===== config.mk =====
export PLATFORM = sky130hd
export DESIGN_NAME = mem_dev_router
export DESIGN_NICKNAME = d
export VERILOG_FILES = /design/src/rtl/mem_dev_router.sv
export SDC_FILE = /design/constraint.sdc
export NUM_CORES = 1
export LEC_CHECK = 0
export BUFFER_PORTS_ARGS = -buffer_cell sky130_fd_sc_hd__buf_2
export CAP_MARGIN = 20
export CORE_AREA = 2 2 232 234
export CTS_BUF_LIST = sky130_fd_sc_hd__clkbuf_2 sky130_fd_sc_hd__clkbuf_4 sky130_fd_sc_hd__clkbuf_8
export DETAILED_ROUTE_END_ITERATION = 12
export DIE_AREA = 0 0 234 236
export PLACE_DENSITY_LB_ADDON = 0.08
export SLEW_MARGIN = 10
export SYNTH_ARGS = -nofsm -noshare
export SYNTH_HDL_FRONTEND = slang
export SYNTH_SLANG_ARGS = --single-unit

===== constraint.sdc =====
create_clock -name clk -period 5.37 [get_ports clk]
set_clock_uncertainty 0.2 [all_clocks]
set_input_delay 1.611 -clock clk [delete_from_list [all_inputs] [get_ports clk]]
set_output_delay 1.611 -clock clk [all_outputs]
set_load 0.01 [all_outputs]

===== src/rtl/mem_dev_router.sv =====
// mem_dev_router: routes one MEM-stage load/store at a time to either the
// CLINT register port or the external data bus, then returns a one-cycle
// completion with registered read data and response code to the LSU.
//
// state       | meaning
// ------------+-----------------------------------------------------------
// S_IDLE      | ready for a new LSU request; decode on acceptance
// S_CLINT_ACC | CLINT request held until clint_ready_i
// S_BUS_REQ   | bus request held until bus_ready_i or timeout
// S_BUS_WAIT  | request accepted by bus, waiting for bus_rvalid_i
// S_DONE      | one-cycle completion pulse to the LSU
module mem_dev_router #(
    parameter int                ADDR_W      = 64,
    parameter logic [ADDR_W-1:0] CLINT_BASE  = 64'h0000_0000_0200_0000,
    parameter logic [ADDR_W-1:0] CLINT_SIZE  = 64'h1_0000,
    parameter int                BUS_TIMEOUT = 1023
) (
    input  logic              clk,
    input  logic              rst,

    input  logic              lsu_valid_i,
    input  logic              lsu_req_i,
    input  logic [ADDR_W-1:0] lsu_addr_i,
    input  logic [1:0]        lsu_size_i,
    input  logic [63:0]       lsu_data_write_i,
    output logic              lsu_ready_o,
    output logic              lsu_done_o,
    output logic [63:0]       lsu_data_read_o,
    output logic [1:0]        lsu_resp_o,

    output logic              clint_valid_o,
    output logic              clint_req_o,
    output logic [ADDR_W-1:0] clint_addr_o,
    output logic [1:0]        clint_size_o,
    output logic [63:0]       clint_data_write_o,
    input  logic              clint_ready_i,
    input  logic [63:0]       clint_data_read_i,
    input  logic [1:0]        clint_resp_i,

    output logic              bus_valid_o,
    output logic              bus_req_o,
    output logic [ADDR_W-1:0] bus_addr_o,
    output logic [1:0]        bus_size_o,
    output logic [63:0]       bus_data_write_o,
    input  logic              bus_ready_i,
    input  logic              bus_rvalid_i,
    input  logic [63:0]       bus_data_read_i,
    input  logic [1:0]        bus_resp_i
);

    typedef enum logic [2:0] {
        S_IDLE,
        S_CLINT_ACC,
        S_BUS_REQ,
        S_BUS_WAIT,
        S_DONE
    } state_t;

    localparam logic [ADDR_W-1:0] LP_CLINT_MASK = ~(CLINT_SIZE - 1'b1);
    localparam logic [9:0]        LP_TIMEOUT    = 10'(BUS_TIMEOUT);
    localparam logic [1:0]        LP_RESP_OK    = 2'd0;
    localparam logic [1:0]        LP_RESP_MISAL = 2'd2;
    localparam logic [1:0]        LP_RESP_TMO   = 2'd3;

    state_t              r_state;
    state_t              w_state_nxt;

    logic                r_req;
    logic [ADDR_W-1:0]   r_addr;
    logic [1:0]          r_size;
    logic [63:0]         r_wdata;
    logic [63:0]         r_rdata;
    logic [1:0]          r_resp;
    logic [9:0]          r_cnt;

    logic                w_misal;
    logic                w_is_clint;
    logic [9:0]          w_cnt_inc;
    logic                w_cap;
    logic [63:0]         w_cap_data;
    logic [1:0]          w_cap_resp;

    // Alignment check on the incoming address; byte accesses never fault.
    always_comb begin
        w_misal = 1'b0;
        case (lsu_size_i)
            2'd1:    w_misal = (lsu_addr_i[0]   != 1'b0);
            2'd2:    w_misal = (lsu_addr_i[1:0] != 2'b00);
            2'd3:    w_misal = (lsu_addr_i[2:0] != 3'b000);
            default: w_misal = 1'b0;
        endcase
    end

    assign w_is_clint = ((lsu_addr_i & LP_CLINT_MASK) == CLINT_BASE);
    assign w_cnt_inc  = r_cnt + 10'd1;

    // State register.
    always_ff @(posedge clk or negedge rst) begin
        if (!rst) begin
            r_state <= S_IDLE;
        end else begin
            r_state <= w_state_nxt;
        end
    end

    // Next-state decode plus the response capture selected on the way to S_DONE.
    always_comb begin
        w_state_nxt = r_state;
        w_cap       = 1'b0;
        w_cap_data  = '0;
        w_cap_resp  = LP_RESP_OK;
        case (r_state)
            S_IDLE: begin
                if (lsu_valid_i) begin
                    if (w_misal) begin
                        w_state_nxt = S_DONE;
                        w_cap       = 1'b1;
                        w_cap_resp  = LP_RESP_MISAL;
                    end else if (w_is_clint) begin
                        w_state_nxt = S_CLINT_ACC;
                    end else begin
                        w_state_nxt = S_BUS_REQ;
                    end
                end
            end
            S_CLINT_ACC: begin
                if (clint_ready_i) begin
                    w_state_nxt = S_DONE;
                    w_cap       = 1'b1;
                    w_cap_data  = r_req ? 64'd0 : clint_data_read_i;
                    w_cap_resp  = clint_resp_i;
                end
            end
            S_BUS_REQ: begin
                if (bus_ready_i) begin
                    // A completion arriving with the accept skips S_BUS_WAIT.
                    if (bus_rvalid_i) begin
                        w_state_nxt = S_DONE;
                        w_cap       = 1'b1;
                        w_cap_data  = r_req ? 64'd0 : bus_data_read_i;
                        w_cap_resp  = bus_resp_i;
                    end else begin
                        w_state_nxt = S_BUS_WAIT;
                    end
                end else if (w_cnt_inc == LP_TIMEOUT) begin
                    w_state_nxt = S_DONE;
                    w_cap       = 1'b1;
                    w_cap_resp  = LP_RESP_TMO;
                end
            end
            S_BUS_WAIT: begin
                if (bus_rvalid_i) begin
                    w_state_nxt = S_DONE;
                    w_cap       = 1'b1;
                    w_cap_data  = r_req ? 64'd0 : bus_data_read_i;
                    w_cap_resp  = bus_resp_i;
                end
            end
            S_DONE: begin
                w_state_nxt = S_IDLE;
            end
            default: begin
                w_state_nxt = S_IDLE;
            end
        endcase
    end

    // Latched request, bus timeout counter and captured response.
    always_ff @(posedge clk or negedge rst) begin
        if (!rst) begin
            r_req   <= 1'b0;
            r_addr  <= '0;
            r_size  <= 2'd0;
            r_wdata <= 64'd0;
            r_rdata <= 64'd0;
            r_resp  <= 2'd0;
            r_cnt   <= 10'd0;
        end else begin
            if (r_state == S_IDLE && lsu_valid_i) begin
                r_req   <= lsu_req_i;
                r_addr  <= lsu_addr_i;
                r_size  <= lsu_size_i;
                r_wdata <= lsu_data_write_i;
                r_cnt   <= 10'd0;
            end
            if (r_state == S_BUS_REQ) begin
                r_cnt <= bus_ready_i ? 10'd0 : w_cnt_inc;
            end
            if (w_cap) begin
                r_rdata <= w_cap_data;
                r_resp  <= w_cap_resp;
            end
        end
    end

    // Ready is masked during reset so every output reads 0 while rst is low.
    assign lsu_ready_o     = (r_state == S_IDLE) && rst;
    assign lsu_done_o      = (r_state == S_DONE);
    assign lsu_data_read_o = r_rdata;
    assign lsu_resp_o      = r_resp;

    assign clint_valid_o      = (r_state == S_CLINT_ACC);
    assign clint_req_o        = clint_valid_o & r_req;
    assign clint_addr_o       = clint_valid_o ? r_addr  : '0;
    assign clint_size_o       = clint_valid_o ? r_size  : 2'd0;
    assign clint_data_write_o = clint_valid_o ? r_wdata : 64'd0;

    assign bus_valid_o      = (r_state == S_BUS_REQ);
    assign bus_req_o        = bus_valid_o & r_req;
    assign bus_addr_o       = bus_valid_o ? r_addr  : '0;
    assign bus_size_o       = bus_valid_o ? r_size  : 2'd0;
    assign bus_data_write_o = bus_valid_o ? r_wdata : 64'd0;

endmodule


Word level (Yosys, flattened, before mapping)
Cells that the tools add are included.
{"block": "word_totals", "reg_bits": 210, "inputBits": 269, "out_inout_bits": 332, "word_cells": 70}
{"block": "classes", "n_addsub": 1, "n_eq_ne": 13, "mux": 39, "bitwise_logic": 2, "reduce_logical": 7}
{"operator": "two-way mux 64 bit", "count": 9}
{"operator": "one-hot mux 64 bit (3 select lines)", "count": 1}
{"operator": "equality test 48 x 10 -> 1 bit, second input constant", "count": 1}
{"operator": "two-way mux 10 bit", "count": 3}
{"operator": "two-way mux 3 bit", "count": 7}
{"operator": "two-way mux 2 bit", "count": 9}
{"operator": "one-hot mux 3 bit (4 select lines)", "count": 1}
{"operator": "adder 10 x 1 -> 10 bit, second input constant", "count": 1}
{"operator": "equality test 10 bit, second input constant", "count": 1}
{"operator": "one-hot mux 2 bit (4 select lines)", "count": 1}
{"operator": "equality test 3 x 2 -> 1 bit, second input constant", "count": 2}
{"operator": "two-way mux 1 bit", "count": 6}
{"operator": "equality test 2 bit, second input constant", "count": 2}
{"operator": "!= test 2 bit, second input constant", "count": 2}
{"operator": "one-hot mux 1 bit (4 select lines)", "count": 1}
{"operator": "AND reduction 4 bit", "count": 1}
{"operator": "nonzero test 2 bit", "count": 2}
{"operator": "equality test 3 x 1 -> 1 bit, second input constant", "count": 1}
{"operator": "equality test 3 bit, second input constant", "count": 1}
{"operator": "logical NOT 3 bit", "count": 1}
{"operator": "!= test 3 x 1 -> 1 bit, second input constant", "count": 1}
{"operator": "one-hot mux 1 bit (3 select lines)", "count": 1}
{"operator": "nonzero test 3 bit", "count": 1}
{"operator": "bitwise AND 1 bit", "count": 2}
{"operator": "other kinds (3)", "count": 4}

Logic depth before layout (Yosys ltp)
{"block": "depth", "depth_word": 5, "depth_mapped": 9, "ltp_nobuf": 6}

Worst setup path before layout
No wires, ideal clock.
{"block": "synth_timing", "kind": "input -> output", "from": "input rst", "to": "output lsu_ready_o", "arrival_ns": 1.757, "required_ns": 3.559, "setup_slack_ns": 1.802, "stages": 1, "path_buffers": 0, "path_cell_list": "and2_1"}
{"block": "synth_between", "elab_chain_len": 1}
{"item": "start, declared", "line": "19", "source": "input logic rst,"}
{"item": "logical AND 1 bit", "line": "197", "source": "assign lsu_ready_o = (r_state == S_IDLE) && rst;"}
{"item": "end, declared", "line": "26", "source": "output logic lsu_ready_o,"}
No other way between the ends.

Worst setup path in the final report
{"block": "layout_timing", "from": "register r_state[1]", "to": "output bus_addr_o[6]"}
{"block": "layout_between", "elab_chain_len": 2}
{"item": "start, declared", "line": "65", "source": "state_t r_state;"}
{"item": "start signal, assigned", "line": "102", "source": "r_state <= w_state_nxt;"}
{"item": "equality test 3 x 2 -> 1 bit", "line": "208", "source": "assign bus_valid_o = (r_state == S_BUS_REQ);"}
{"item": "two-way mux 64 bit", "line": "210", "source": "assign bus_addr_o = bus_valid_o ? r_addr : '0;"}
{"item": "end, declared", "line": "42", "source": "output logic [ADDR_W-1:0] bus_addr_o,"}
No other way between the ends.

==> flow_summary.toml <==
[floorplan]
die_w_um = 234
fp.dieH_um = 236
row_count = 85
start_util_pct = 19.8
top_level_ports = 601
design.die.area_um2 = 55200
core_um2 = 53100

[yosys]
synth.area.top_cells = "dfrtp_1 50%, and2_1 16%, mux2_2 14%, o2bb2ai_1 5.3%, a22oi_1 4.6%"
synth-seq-cells = 210
syn_avg_cell_area_um2 = 11.3
syn_inst = 931
yosysTopAreaCell = "dfrtp_1"
synth_top_area_share_pct = 50.0
synth_most_common_cell = "and2_1"
synth_warnings = 0
synth_seq_area_share_pct = 50.0
synth_area_um2 = 10500
synthFlopType = "dfrtp_1"
synth_nets = 1202
synthTopCellsByCount = "265 x and2_1, 210 x dfrtp_1, 132 x mux2_2, 64 x a22oi_1, 64 x o2bb2ai_1"
ys_types = 49
synth_edf_count = 0
async_flop_share_pct = 100

[cells_and_area]
utilization_pct = 28.6
nFillCells = 5645
drive_gt1_share_pct = 54.0
fin_nets = 1780
seq_area_um2 = 5260
multi_input_area_um2 = 4960
syn2layout_area_growth_pct = 44.1
final_cells = 2243

[timing]
fmax_ghz = 0.235
tightest_slew_ps = 946
layout_setup_ws_ps = 1110
hold_viol_final = 0
setup_viol = 0
fin_tns_setup_ps = 0
slew_violations = 0
finalCriticalPeriod_ps = 4260
maxSlewHeadroom_pct = 36.9
rsz0062_at_grt = "no"
fin_crit_sh_pct = 79.2

[drt]
avgViaCountPerCell = 4.23
num_vias = 9480
drc = 0
wirelength_um = 41900
wl_per_cell_um = 18.7
drtAntennaViolNets = 0
first_iter_violations = 345
drtPass1Iterations = 4

[place]
dp_hpwl_um = 30900
dp_slack_ps = 1200
routabilityCongestion = 0.765
dp_cells = 2161
port_buffers = 600

[min_path]
hold_path.class = "register to register"

[grt]
grt_pass1_vias = 9608
grt_overflow = 0
grt_max_degree = 134
grt_use_total_pct = 14.4
antenna_found_initial = 14
grt_pass1_wl_um = 59700

[setup_path]
path_class = "register to output port"
path_max_fanout = 97
arrival_ps = 2440
cp-end-kind = "output port"
cp-start-kind = "register"
crit_required_ps = 3560

[clock_tree]
root_buffer = "clkbuf_8"
clk-insertion-delay-late_ps = 580
htreeDepth = 2
clk_pin_slew_worst_paths_ps = 60
clock-sinks = 210
cts_buffer_depth = 3
cts_setup_buffers = 0
ctsResizeCount = 0
numCtsBuffers = 42
cts_tree = "built"
cts_hold_buf = 0

[power]
pwr-share-clk_pct = 22.6
p_total_mw = 7.80
p_int_mw = 4.83
p_switching_mw = 2.97
p_seq_share_pct = 36.1
p_per_area_nw_per_um2 = 515
p_comb_share_pct = 41.3
ir_drop_uv = 240
p_leak_nw = 7.65
switching_share_pct = 38.0

[job]
cap_violations = 0

[status]
status = "completed"
## area by class of cell
cell class | instances | share of cell area, %
flip-flops and latches | 210 | 34.7
inverters | 5 | 0.124
well taps | 696 | 5.75
clock inverters | 4 | 0.132
diodes | 7 | 0.116
clock buffers | 71 | 5.83
repair buffers | 612 | 20.6
multi-input cells | 638 | 32.7
## metrics by stage
stage	area (µm²)	hold WS [ps]
global route	15200	290
detailed placement	14200	268
global placement	14200	266
finish	15200	279
floorplan	10500	264
CTS	15100	285
## final timing paths
| kind | start | to | slack, ps | depth (start not counted) |
|---|---|---|---|---|
| setup / recovery | r_state[1] | bus_addr_o[6] | 1110 | 4 |
| hold / removal | lsu_data_read_o[48] | lsu_data_read_o[48] | 280 | 1 |
| setup reg to reg | r_state[1] | lsu_data_read_o[14] | 2020 | 7 |
| hold reg to reg | lsu_data_read_o[48] | lsu_data_read_o[48] | 280 | 1 |
| max in group asynchronous | rst | r_wdata[45] | 2250 | 3 |
| min in group asynchronous | rst | r_addr[14] | 740 | 1 |
## critical path, cell delays in order (launching register included)
cell and delay [ps]:
dfrtp_1 650, nor3b_2 370, buf_12 320, and2_1 270, buf_2 160
## placed cells by master (no fill, tap or decap), types with 4 or more instances in the layout
| master | count |
|---|---|
| o2bb2ai_1 | 64 |
| a31oi_1 | 4 |
| nand3_1 | 6 |
| inv_1 | 5 |
| clkinv_2 | 4 |
| nor4_1 | 11 |
| a22oi_1 | 64 |
| nor2_1 | 8 |
| clkbuf_4 | 15 |
| nand2_1 | 13 |
| mux2_2 | 132 |
| diode_2 | 7 |
| o21ai_0 | 15 |
| a21oi_1 | 5 |
| nand4_1 | 5 |
| and2_1 | 263 |
| buf_4 | 10 |
| clkbuf_8 | 56 |
| dfrtp_1 | 210 |
| buf_2 | 599 |
## metal layers
metal  global-route usage (%)  routed length [µm]  up-vias
met4                     4.55                 849       12
met1                     15.8               16000     4567
met2                     25.5               21100      377
met3                     5.25                3820       62
met5                        0                  65        -
li1                         -                   -     4462
## sequential cells by signal, indices dropped and copies added, names as in the netlist
register,flops
r_req,1
r_addr,64
r_cnt,10
r_wdata,64
lsu_data_read_o,64
lsu_resp_o,2
r_state,3
r_size,2
## power groups by stage
| stage | Sequential (mW) | Combinational (mW) | Clock (mW) |
|---|---|---|---|
| 6_report | 2.81 | 3.22 | 1.76 |
| 5_1_grt | 2.92 | 3.54 | 1.94 |
| 2_1_floorplan | 2.63 | 2.03 | 0 |
| 3_3_place_gp | 2.85 | 3.30 | 0 |
| 3_5_place_dp | 2.85 | 3.30 | 0 |
| 4_1_cts | 2.84 | 3.31 | 1.87 |
## cell families after synthesis
family,after synthesis,share of synthesized area (%)
AND/OR/NAND/NOR,329,19.2
flip-flops,210,50.0
AO/OA/AOI/OAI,170,12.6
multiplexers,133,14.2
buffers and inverters,83,3.39
XOR/XNOR,4,0.333
adder cells (fa/ha/maj),2,0.238
No activity file was read; power rests on OpenSTA's default activity.
